**src/rtl/mem_stage_pkg.sv**
```systemverilog
// Shared encodings for the memory-access stage:
// load/store op codes, FSM states and op classifiers.
package mem_stage_pkg;

    localparam logic [3:0] MemOpNone = 4'd0;
    localparam logic [3:0] MemOpLB   = 4'd1;
    localparam logic [3:0] MemOpLBU  = 4'd2;
    localparam logic [3:0] MemOpLH   = 4'd3;
    localparam logic [3:0] MemOpLHU  = 4'd4;
    localparam logic [3:0] MemOpLW   = 4'd5;
    localparam logic [3:0] MemOpSB   = 4'd6;
    localparam logic [3:0] MemOpSH   = 4'd7;
    localparam logic [3:0] MemOpSW   = 4'd8;

    typedef enum logic [1:0] {
        StIdle = 2'd0,
        StBusy = 2'd1,
        StDone = 2'd2
    } state_e;

    function automatic logic op_is_load(input logic [3:0] op);
        return (op >= MemOpLB) && (op <= MemOpLW);
    endfunction

    function automatic logic op_is_store(input logic [3:0] op);
        return (op >= MemOpSB) && (op <= MemOpSW);
    endfunction

endpackage

```
**src/rtl/mem_lane.sv**
```systemverilog
// Big-endian byte-lane steering: byte enables, store
// replication, load extension and misalignment detect.
module mem_lane (
    input  logic [3:0]  op,
    input  logic [1:0]  addr,
    input  logic [31:0] sdata,
    input  logic [31:0] rdata,
    output logic [3:0]  sel,
    output logic [31:0] wdata,
    output logic [31:0] ldata,
    output logic        misalign
);
    import mem_stage_pkg::*;

    logic        byte_op;
    logic        half_op;
    logic        word_op;
    logic        sgn;
    logic [7:0]  ld_b;
    logic [15:0] ld_h;

    assign byte_op = (op == MemOpLB) || (op == MemOpLBU)
                   || (op == MemOpSB);
    assign half_op = (op == MemOpLH) || (op == MemOpLHU)
                   || (op == MemOpSH);
    assign word_op = (op == MemOpLW) || (op == MemOpSW);
    assign sgn     = (op == MemOpLB) || (op == MemOpLH);

    // {~a,3'b111} equals 31-8a, the MSB of the addressed byte
    assign ld_b = rdata[{~addr, 3'b111} -: 8];
    assign ld_h = addr[1] ? rdata[15:0] : rdata[31:16];

    // Decode access width into lanes and extended load data
    always_comb begin
        sel      = 4'b0000;
        wdata    = sdata;
        ldata    = rdata;
        misalign = 1'b0;
        unique case (1'b1)
            byte_op: begin
                sel   = 4'b1000 >> addr;
                wdata = {4{sdata[7:0]}};
                ldata = {{24{sgn & ld_b[7]}}, ld_b};
            end
            half_op: begin
                sel      = addr[1] ? 4'b0011 : 4'b1100;
                wdata    = {2{sdata[15:0]}};
                ldata    = {{16{sgn & ld_h[15]}}, ld_h};
                misalign = addr[0];
            end
            word_op: begin
                sel      = 4'b1111;
                misalign = |addr;
            end
            default: ;
        endcase
    end

endmodule

```
**src/rtl/mem_stage.sv**
```systemverilog
// MEM stage: drives the req/ack data bus, stalls while a
// transfer is outstanding and builds the MEM/WB bundle.
module mem_stage #(
    parameter int TIMEOUT = 16
) (
    input  logic        clk,
    input  logic        rst,
    input  logic [4:0]  mem_wd,
    input  logic        mem_wreg,
    input  logic [31:0] mem_wdata,
    input  logic [31:0] mem_hi,
    input  logic [31:0] mem_lo,
    input  logic        mem_whilo,
    input  logic [3:0]  mem_op,
    input  logic [31:0] mem_addr,
    input  logic [31:0] mem_sdata,
    input  logic        flush,
    output logic        bus_req,
    output logic        bus_we,
    output logic [31:0] bus_addr,
    output logic [3:0]  bus_sel,
    output logic [31:0] bus_wdata,
    input  logic [31:0] bus_rdata,
    input  logic        bus_ack,
    output logic [4:0]  wb_wd,
    output logic        wb_wreg,
    output logic [31:0] wb_wdata,
    output logic [31:0] wb_hi,
    output logic [31:0] wb_lo,
    output logic        wb_whilo,
    output logic        stallreq,
    output logic        excp_misalign,
    output logic        excp_buserr
);
    import mem_stage_pkg::*;

    localparam int CW = $clog2(TIMEOUT + 1);

    state_e        state;
    logic [CW-1:0] cnt;
    logic [31:0]   cap;
    logic          discard;

    logic          is_load;
    logic          is_store;
    logic          access;
    logic          mis;
    logic          go;
    logic          busy;
    logic          tmo;
    logic          kill;
    logic          abort;
    logic [3:0]    sel;
    logic [31:0]   lwdata;
    logic [31:0]   ldata;

    assign is_load  = op_is_load(mem_op);
    assign is_store = op_is_store(mem_op);
    assign access   = is_load | is_store;
    assign busy     = (state == StBusy);
    assign go       = (state == StIdle) & access & ~mis & ~flush;
    assign tmo      = (cnt == CW'(TIMEOUT - 1));
    assign kill     = discard | flush;
    // Transfer ends here without reaching DONE
    assign abort    = busy & ((bus_ack & kill) | (~bus_ack & tmo));

    mem_lane u_lane (
        .op       (mem_op),
        .addr     (mem_addr[1:0]),
        .sdata    (mem_sdata),
        .rdata    (cap),
        .sel      (sel),
        .wdata    (lwdata),
        .ldata    (ldata),
        .misalign (mis)
    );

    // Transfer FSM with wait counter, read capture and discard flag
    always_ff @(posedge clk) begin
        if (rst) begin
            state   <= StIdle;
            cnt     <= '0;
            cap     <= '0;
            discard <= 1'b0;
        end else begin
            unique case (state)
                StIdle: begin
                    discard <= 1'b0;
                    if (go) begin
                        cnt <= CW'(1);
                        if (bus_ack) begin
                            cap   <= bus_rdata;
                            state <= StDone;
                        end else begin
                            state <= StBusy;
                        end
                    end
                end
                StBusy: begin
                    cnt <= cnt + CW'(1);
                    if (flush) discard <= 1'b1;
                    if (bus_ack) begin
                        cap     <= bus_rdata;
                        discard <= 1'b0;
                        state   <= kill ? StIdle : StDone;
                    end else if (tmo) begin
                        discard <= 1'b0;
                        state   <= StIdle;
                    end
                end
                StDone: state <= StIdle;
                default: state <= StIdle;
            endcase
        end
    end

    // Bus, stall, exception and write-back outputs
    always_comb begin
        bus_req       = go | busy;
        bus_we        = (go | busy) & is_store;
        bus_addr      = {mem_addr[31:2], 2'b00};
        bus_sel       = (go | busy) ? sel : 4'b0000;
        bus_wdata     = lwdata;
        stallreq      = go | (busy & ~abort);
        excp_misalign = (state == StIdle) & access & mis & ~flush;
        excp_buserr   = busy & ~bus_ack & tmo & ~kill;
        wb_wd         = mem_wd;
        wb_wreg       = mem_wreg;
        wb_wdata      = mem_wdata;
        wb_hi         = mem_hi;
        wb_lo         = mem_lo;
        wb_whilo      = mem_whilo;
        unique case (state)
            StIdle: begin
                if (flush | excp_misalign) begin
                    wb_wreg  = 1'b0;
                    wb_whilo = 1'b0;
                end
                if (go) wb_wreg = 1'b0;
            end
            StBusy: begin
                wb_wreg = 1'b0;
                if (abort) wb_whilo = 1'b0;
            end
            StDone: begin
                if (is_load) wb_wdata = ldata;
            end
            default: ;
        endcase
    end

endmodule

```
**config.mk**
```make
export PLATFORM = sky130hd
export DESIGN_NAME = mem_stage
export DESIGN_NICKNAME = d
export VERILOG_FILES = /design/src/rtl/mem_stage_pkg.sv /design/src/rtl/mem_lane.sv /design/src/rtl/mem_stage.sv
export SDC_FILE = /design/constraint.sdc
export NUM_CORES = 1
export LEC_CHECK = 0
export ABC_AREA = 0
export BUFFER_PORTS_ARGS = -buffer_cell sky130_fd_sc_hd__buf_2
export CAP_MARGIN = 20
export CORE_AREA = 2 2 150 152
export CTS_CLUSTER_DIAMETER = 40
export DETAILED_ROUTE_END_ITERATION = 16
export DIE_AREA = 0 0 152 154
export PLACE_DENSITY = 0.49
export SLEW_MARGIN = 25
export SYNTH_ARGS = -nofsm -noshare
export SYNTH_HDL_FRONTEND = slang
export SYNTH_SLANG_ARGS = --single-unit
```
**constraint.sdc**
```tcl
create_clock -name clk -period 2.2 [get_ports clk]
set_clock_uncertainty 0.2 [all_clocks]
set_input_delay 0.11 -clock clk [delete_from_list [all_inputs] [get_ports clk]]
set_output_delay 0.11 -clock clk [all_outputs]
set_load 0.05 [all_outputs]
```
[Word-level counts from Yosys, hierarchy flattened]
Cells that the tools add are included.
Cells by class
  add/sub/neg operators: 1
  order comparisons: 4
  equal/unequal tests: 14
  shift-type cells: 2
  muxes and demuxes: 30
  bitwise logic cells: 27
  reductions and logical operators: 14
Operators with widths (number)
  $pmux W32 S2: 3
  $mux W32: 4
  $shiftx A39 B6 Y8: 1
  $eq A4 B3 Y1 const B: 4
  $mux W16: 1
  $and A1 B1 Y1: 15
  $pmux W4 S3: 1
  $mux W2: 5
  $pmux W5 S2: 1
  $eq A4 B2 Y1 const B: 2
  $mux W4: 2
  $pmux W1 S2: 4
  $mux W1: 7
  $logic_or A1 B1 Y1: 6
  $or A1 B1 Y1: 6
  $reduce_and A2 Y1: 3
  $add A5 B1 Y5 const B: 1
  $eq A5 B4 Y1 const B: 1
  $mux W5: 1
  $not A1 Y1: 5
  $eq A4 B1 Y1 const B: 1
  $eq A4 B4 Y1 const B: 1
  $ge A4 B1 Y1 const B: 1
  $ge A4 B3 Y1 const B: 1
  14 further kinds: 15
Storage, ports and cells
  register bits after elaboration: 40
  input port bits: 207
  output and inout bits: 176
  logic and storage cells: 96

[Depth between registers and ports, before layout]
  depth in word-level cells: 10
  mapped depth: 8
  gate-level depth less buffers: 7

[By module]
From an unflattened synthesis, not the netlist that was laid out.
Unflattened totals
  cells, all modules: 509
  area total of the unflattened synthesis: 4244.1 sq um
By module, submodules not included
  mem_stage: instances 1, cells each 356, area each 3025.4 sq um, sequential area each 800.8 sq um
  mem_lane: instances 1, cells each 153, area each 1218.7 sq um, sequential area each 0.0 sq um

[Least setup slack after synthesis]
OpenSTA, ideal clock, no wires.
  path kind: flip-flop to output port
  start point: reg state[0]
  end point: out wb_wdata[1]
  data arrival time: 2.528 ns
  data required time: 1.890 ns
  path slack: -0.638 ns
  cell stages (with the launch flop): 8
  path buffers: 3
  cells stage by stage: dfxtp_1 -> clkbuf_1 -> nor4b_1 -> and2_1 -> clkbuf_1 -> buf_2 -> nor2_1 -> a221oi_1
On the way
  word-level cells in the longest chain between the ends: 2
RTL lines
  start, declared: RTL line mem_stage.sv:39  | state_e state;
  start signal, assigned: RTL line mem_stage.sv:81  | state <= StIdle;
  start signal, assigned: RTL line mem_stage.sv:93  | state <= StDone;
  start signal, assigned: RTL line mem_stage.sv:95  | state <= StBusy;
  $eq A2 B2 Y1: RTL line mem_stage.sv:133  | unique case (state)
  $mux W32: RTL line mem_stage.sv:133
  end, declared: RTL line mem_stage.sv:27  | output logic [31:0] wb_wdata,
Every way passes these cells.

[Worst setup path in the final report]
  start point: reg cap[7]
  end point: out wb_wdata[20]
On the way
  word-level cells in the longest chain between the ends: 5
RTL lines
  start, declared: RTL line mem_stage.sv:41  | logic [31:0] cap;
  start signal, assigned: RTL line mem_stage.sv:92  | cap <= bus_rdata;
  start signal, assigned: RTL line mem_stage.sv:103  | cap <= bus_rdata;
  $shiftx A39 B6 Y8: RTL line mem_lane.sv:30  | assign ld_b = rdata[{~addr, 3'b111} -: 8];
  $and A1 B1 Y1: RTL line mem_lane.sv:43  | ldata = {{24{sgn & ld_b[7]}}, ld_b};
  $pmux W32 S2: RTL line mem_lane.sv:39  | unique case (1'b1)
  $mux W32: RTL line mem_stage.sv:146  | if (is_load) wb_wdata = ldata;
  $mux W32: RTL line mem_stage.sv:133
Every way passes these cells.

==> flow_metrics.tcl <==
set metrics [dict create \
    ios 383 \
    place_inst 991 \
    async_flop_share_pct 0 \
    dpl_cell_area_mm2 0.00555 \
    worstReg2RegStart "state[1]" \
    root_buffer "clkbuf_16" \
    routed_wl_mm 18.4 \
    antenna_left 0 \
    fin_crit_sh_pct 108 \
    max_freq_ghz 0.423 \
    violations "negative setup slack" \
    relSlewSlack_pct 47.4 \
    drc 0 \
    ff2ff_setup_slack_ps 230 \
    cts_tree "done" \
    dp_hpwl_mm 15.3 \
    clock_sinks 40 \
    fin_cells 1032 \
    rows 54 \
    clk_latency_ps 290 \
    worstHoldStart "bus_rdata[30]" \
    fp.dieW_um 152 \
    ys_warn_count 0 \
    rsz0062_at_grt "yes" \
    fin_area_mm2 0.00654 \
    grt_pass1_vias 4691 \
    fin_nets 960 \
    setup_violations 24 \
    ff2ff_path_depth 5 \
    critPathRequiredTime_ps 1890 \
    whs_endpoint "cap[30]" \
    diodes 0 \
    track_usage_pct 14.7 \
    grt_pass1_wl_mm 27.0 \
    p_leak_nw 2.76 \
    yosysTopAreaCell "buf_4" \
    core-area_mm2 0.0217 \
    first_pass_iters 4 \
    gp_congestion 0.780 \
    tightest_slew_ps 790 \
    clkSlewWorstSetupHoldPaths_ps 70 \
    drv_slew 0 \
    critPathCaptureType "primary output" \
    whs_ps 1.43 \
    design.die.area_mm2 0.0234 \
    area_growth_pct 54.5 \
    powerDensity_mw_per_mm2 465 \
    synth_flop_cell "dfxtp_1" \
    netlist_instances 611 \
    viasPerCell 4.56 \
    synth_top_area_share_pct 19.3 \
    maxCapViolCount 0 \
    tns_ps -3100 \
    ir_worst_vdd_v 0.000247 \
    routedWlPerCell_um 17.8 \
    synth_edf_count 0 \
    synth.avg_cell_area_um2 6.93 \
    grt_max_degree 66 \
    hold_path.class "input port to flop" \
    critical_path_arrival_ps 2060 \
    worstReg2RegEnd "cap[23]" \
    fin_ws_ps -166 \
    vias 4703 \
    fillers 2386 \
    startpoint_type "flop" \
    cts.htree.levels 2 \
    netlist_area_mm2 0.00423 \
    ys_seq_elements 40 \
    min_path_cells 3 \
    yosysSeqAreaShare_pct 18.9 \
    gr-total-overflow 0 \
    drive_gt1_share_pct 49.9 \
    period_minus_slack_ps 2370 \
    port_buffers 182 \
    clockBufferDepth 2 \
    status "finished, violations left" \
    final_core_util_pct 30.1 \
    finalHoldViolCount 0 \
    grt_antenna_before_repair 0 \
    multi_input_area_mm2 0.00290 \
    seq_area_um2 821 \
    yosysUniqueCellTypes 53 \
    synthTopCellsByArea "buf_4, dfxtp_1, a21oi_1" \
    numCtsBuffers 5 \
    crit_fanout 9 \
    drt_iter0_drc 245 \
    start_util_pct 19.5 \
    worstSetupPathType "flop to primary output" \
    die_h_um 154 \
]
[worst max-delay path, cell delays in order (launching register included)]
cell and delay [ps]:
dfxtp_2 320, mux4_2 480, o211a_1 150, o21a_1 210
nor2_4 180, buf_12 180, a21oi_2 70, buf_6 150
[metal layers]
metal  global-route usage [%]  vias to the layer above  part of all wire (%)
met5                        0                        -                     0
met4                     4.76                        0                   2.9
met3                     4.31                       29                   7.2
met2                     27.8                      219                    53
met1                     15.5                     2184                    37
li1                         -                     2271                     -
[cells by family after synthesis]
family	synth area share, %
simple gates	26.9
xor+xnor	0.207
mux	6.36
buf+inv	25.5
fa+ha+maj	0.591
compound gates	21.5
other cells	0.0886
flops	18.9
[state kept, by name (all words and copies together), names as in the netlist]
name	count
cap	32
cnt	5
state	2
discard	1
[area by class of cell]
class,instances,share of cell area (%)
flip-flops and latches,40,12.6
well taps,280,5.36
repair buffers,287,34.4
clock buffers,5,1.91
clock inverters,3,0.708
inverters,12,0.689
multi-input cells,405,44.3
[cells in the mapped netlist, drive strengths merged, types with 2 or more instances]
cell    count
buf       131
nand2      92
a21oi      74
nor2       58
o21ai      46
dfxtp      40
or3b       34
clkbuf     24
nand3      13
inv        12
a221oi      8
mux4        8
a22oi       7
mux2        7
o22ai       7
nor2b       5
nor3        5
o21a        4
and2        3
nor3b       3
a211oi      2
a31oi       2
ha          2
nand4       2
or2         2
or4b        2
[power breakdown]
part,total (mW),leakage (nW),switching (mW),internal (mW)
combinational,1.40,2.35,0.859,0.537
sequential,0.784,0.331,0.0289,0.755
clock,0.858,0.0804,0.319,0.539
total,3.04,2.76,1.21,1.83
[through the flow]
| stage | setup WS, ps | power [mW] |
|---|---|---|
| finish | -166 | 3.04 |
| global route | -221 | 3.17 |
| CTS | -193 | 3.02 |
| detailed placement | -98.1 | 2.05 |
| global placement | -64.8 | 2.04 |
| floorplan | -217 | 2.09 |
[what timing repair did]
action / 4_1_cts / 5_1_grt
cloned: 1 / 0
buffers inserted: 1 / 4
hold endpoints to repair: 32 / 0
hold buffers: 31 / 0
endpoints found under the setup margin: 34 / 46
pin swaps: 6 / 12
resized for setup: 81 / 48
[placed cells by master (no fill, tap or decap), types with 4 or more instances in the layout]
cell / instances
or3b_1: 30
o21ai_2: 7
o22ai_1: 7
nand3_1: 13
inv_1: 12
mux4_2: 8
a21oi_4: 21
buf_6: 30
o21ai_0: 24
clkbuf_16: 5
mux2_4: 4
nor3_1: 4
dfxtp_1: 28
a22oi_1: 7
buf_12: 19
buf_4: 60
nand2_1: 92
dlygate4sd3_1: 31
nor2_2: 11
buf_2: 145
a221oi_4: 5
dfxtp_2: 10
a21oi_2: 9
nor2b_1: 4
nor2_1: 45
o21ai_1: 14
a21oi_1: 44
[worst max-delay path by stage]
stage                      from      endpoint  slack [ps]  depth (start not counted)
global placement    mem_addr[0]    bus_sel[3]         -60                          8
finish                   cap[7]  wb_wdata[20]        -170                          7
floorplan             mem_op[1]   wb_wdata[0]        -220                          6
detailed placement    mem_op[0]        cap[7]        -100                          8
global route             cap[7]  wb_wdata[20]        -220                          7
CTS                      cap[7]  wb_wdata[31]        -190                          7
(Power assumes the default switching activity.)
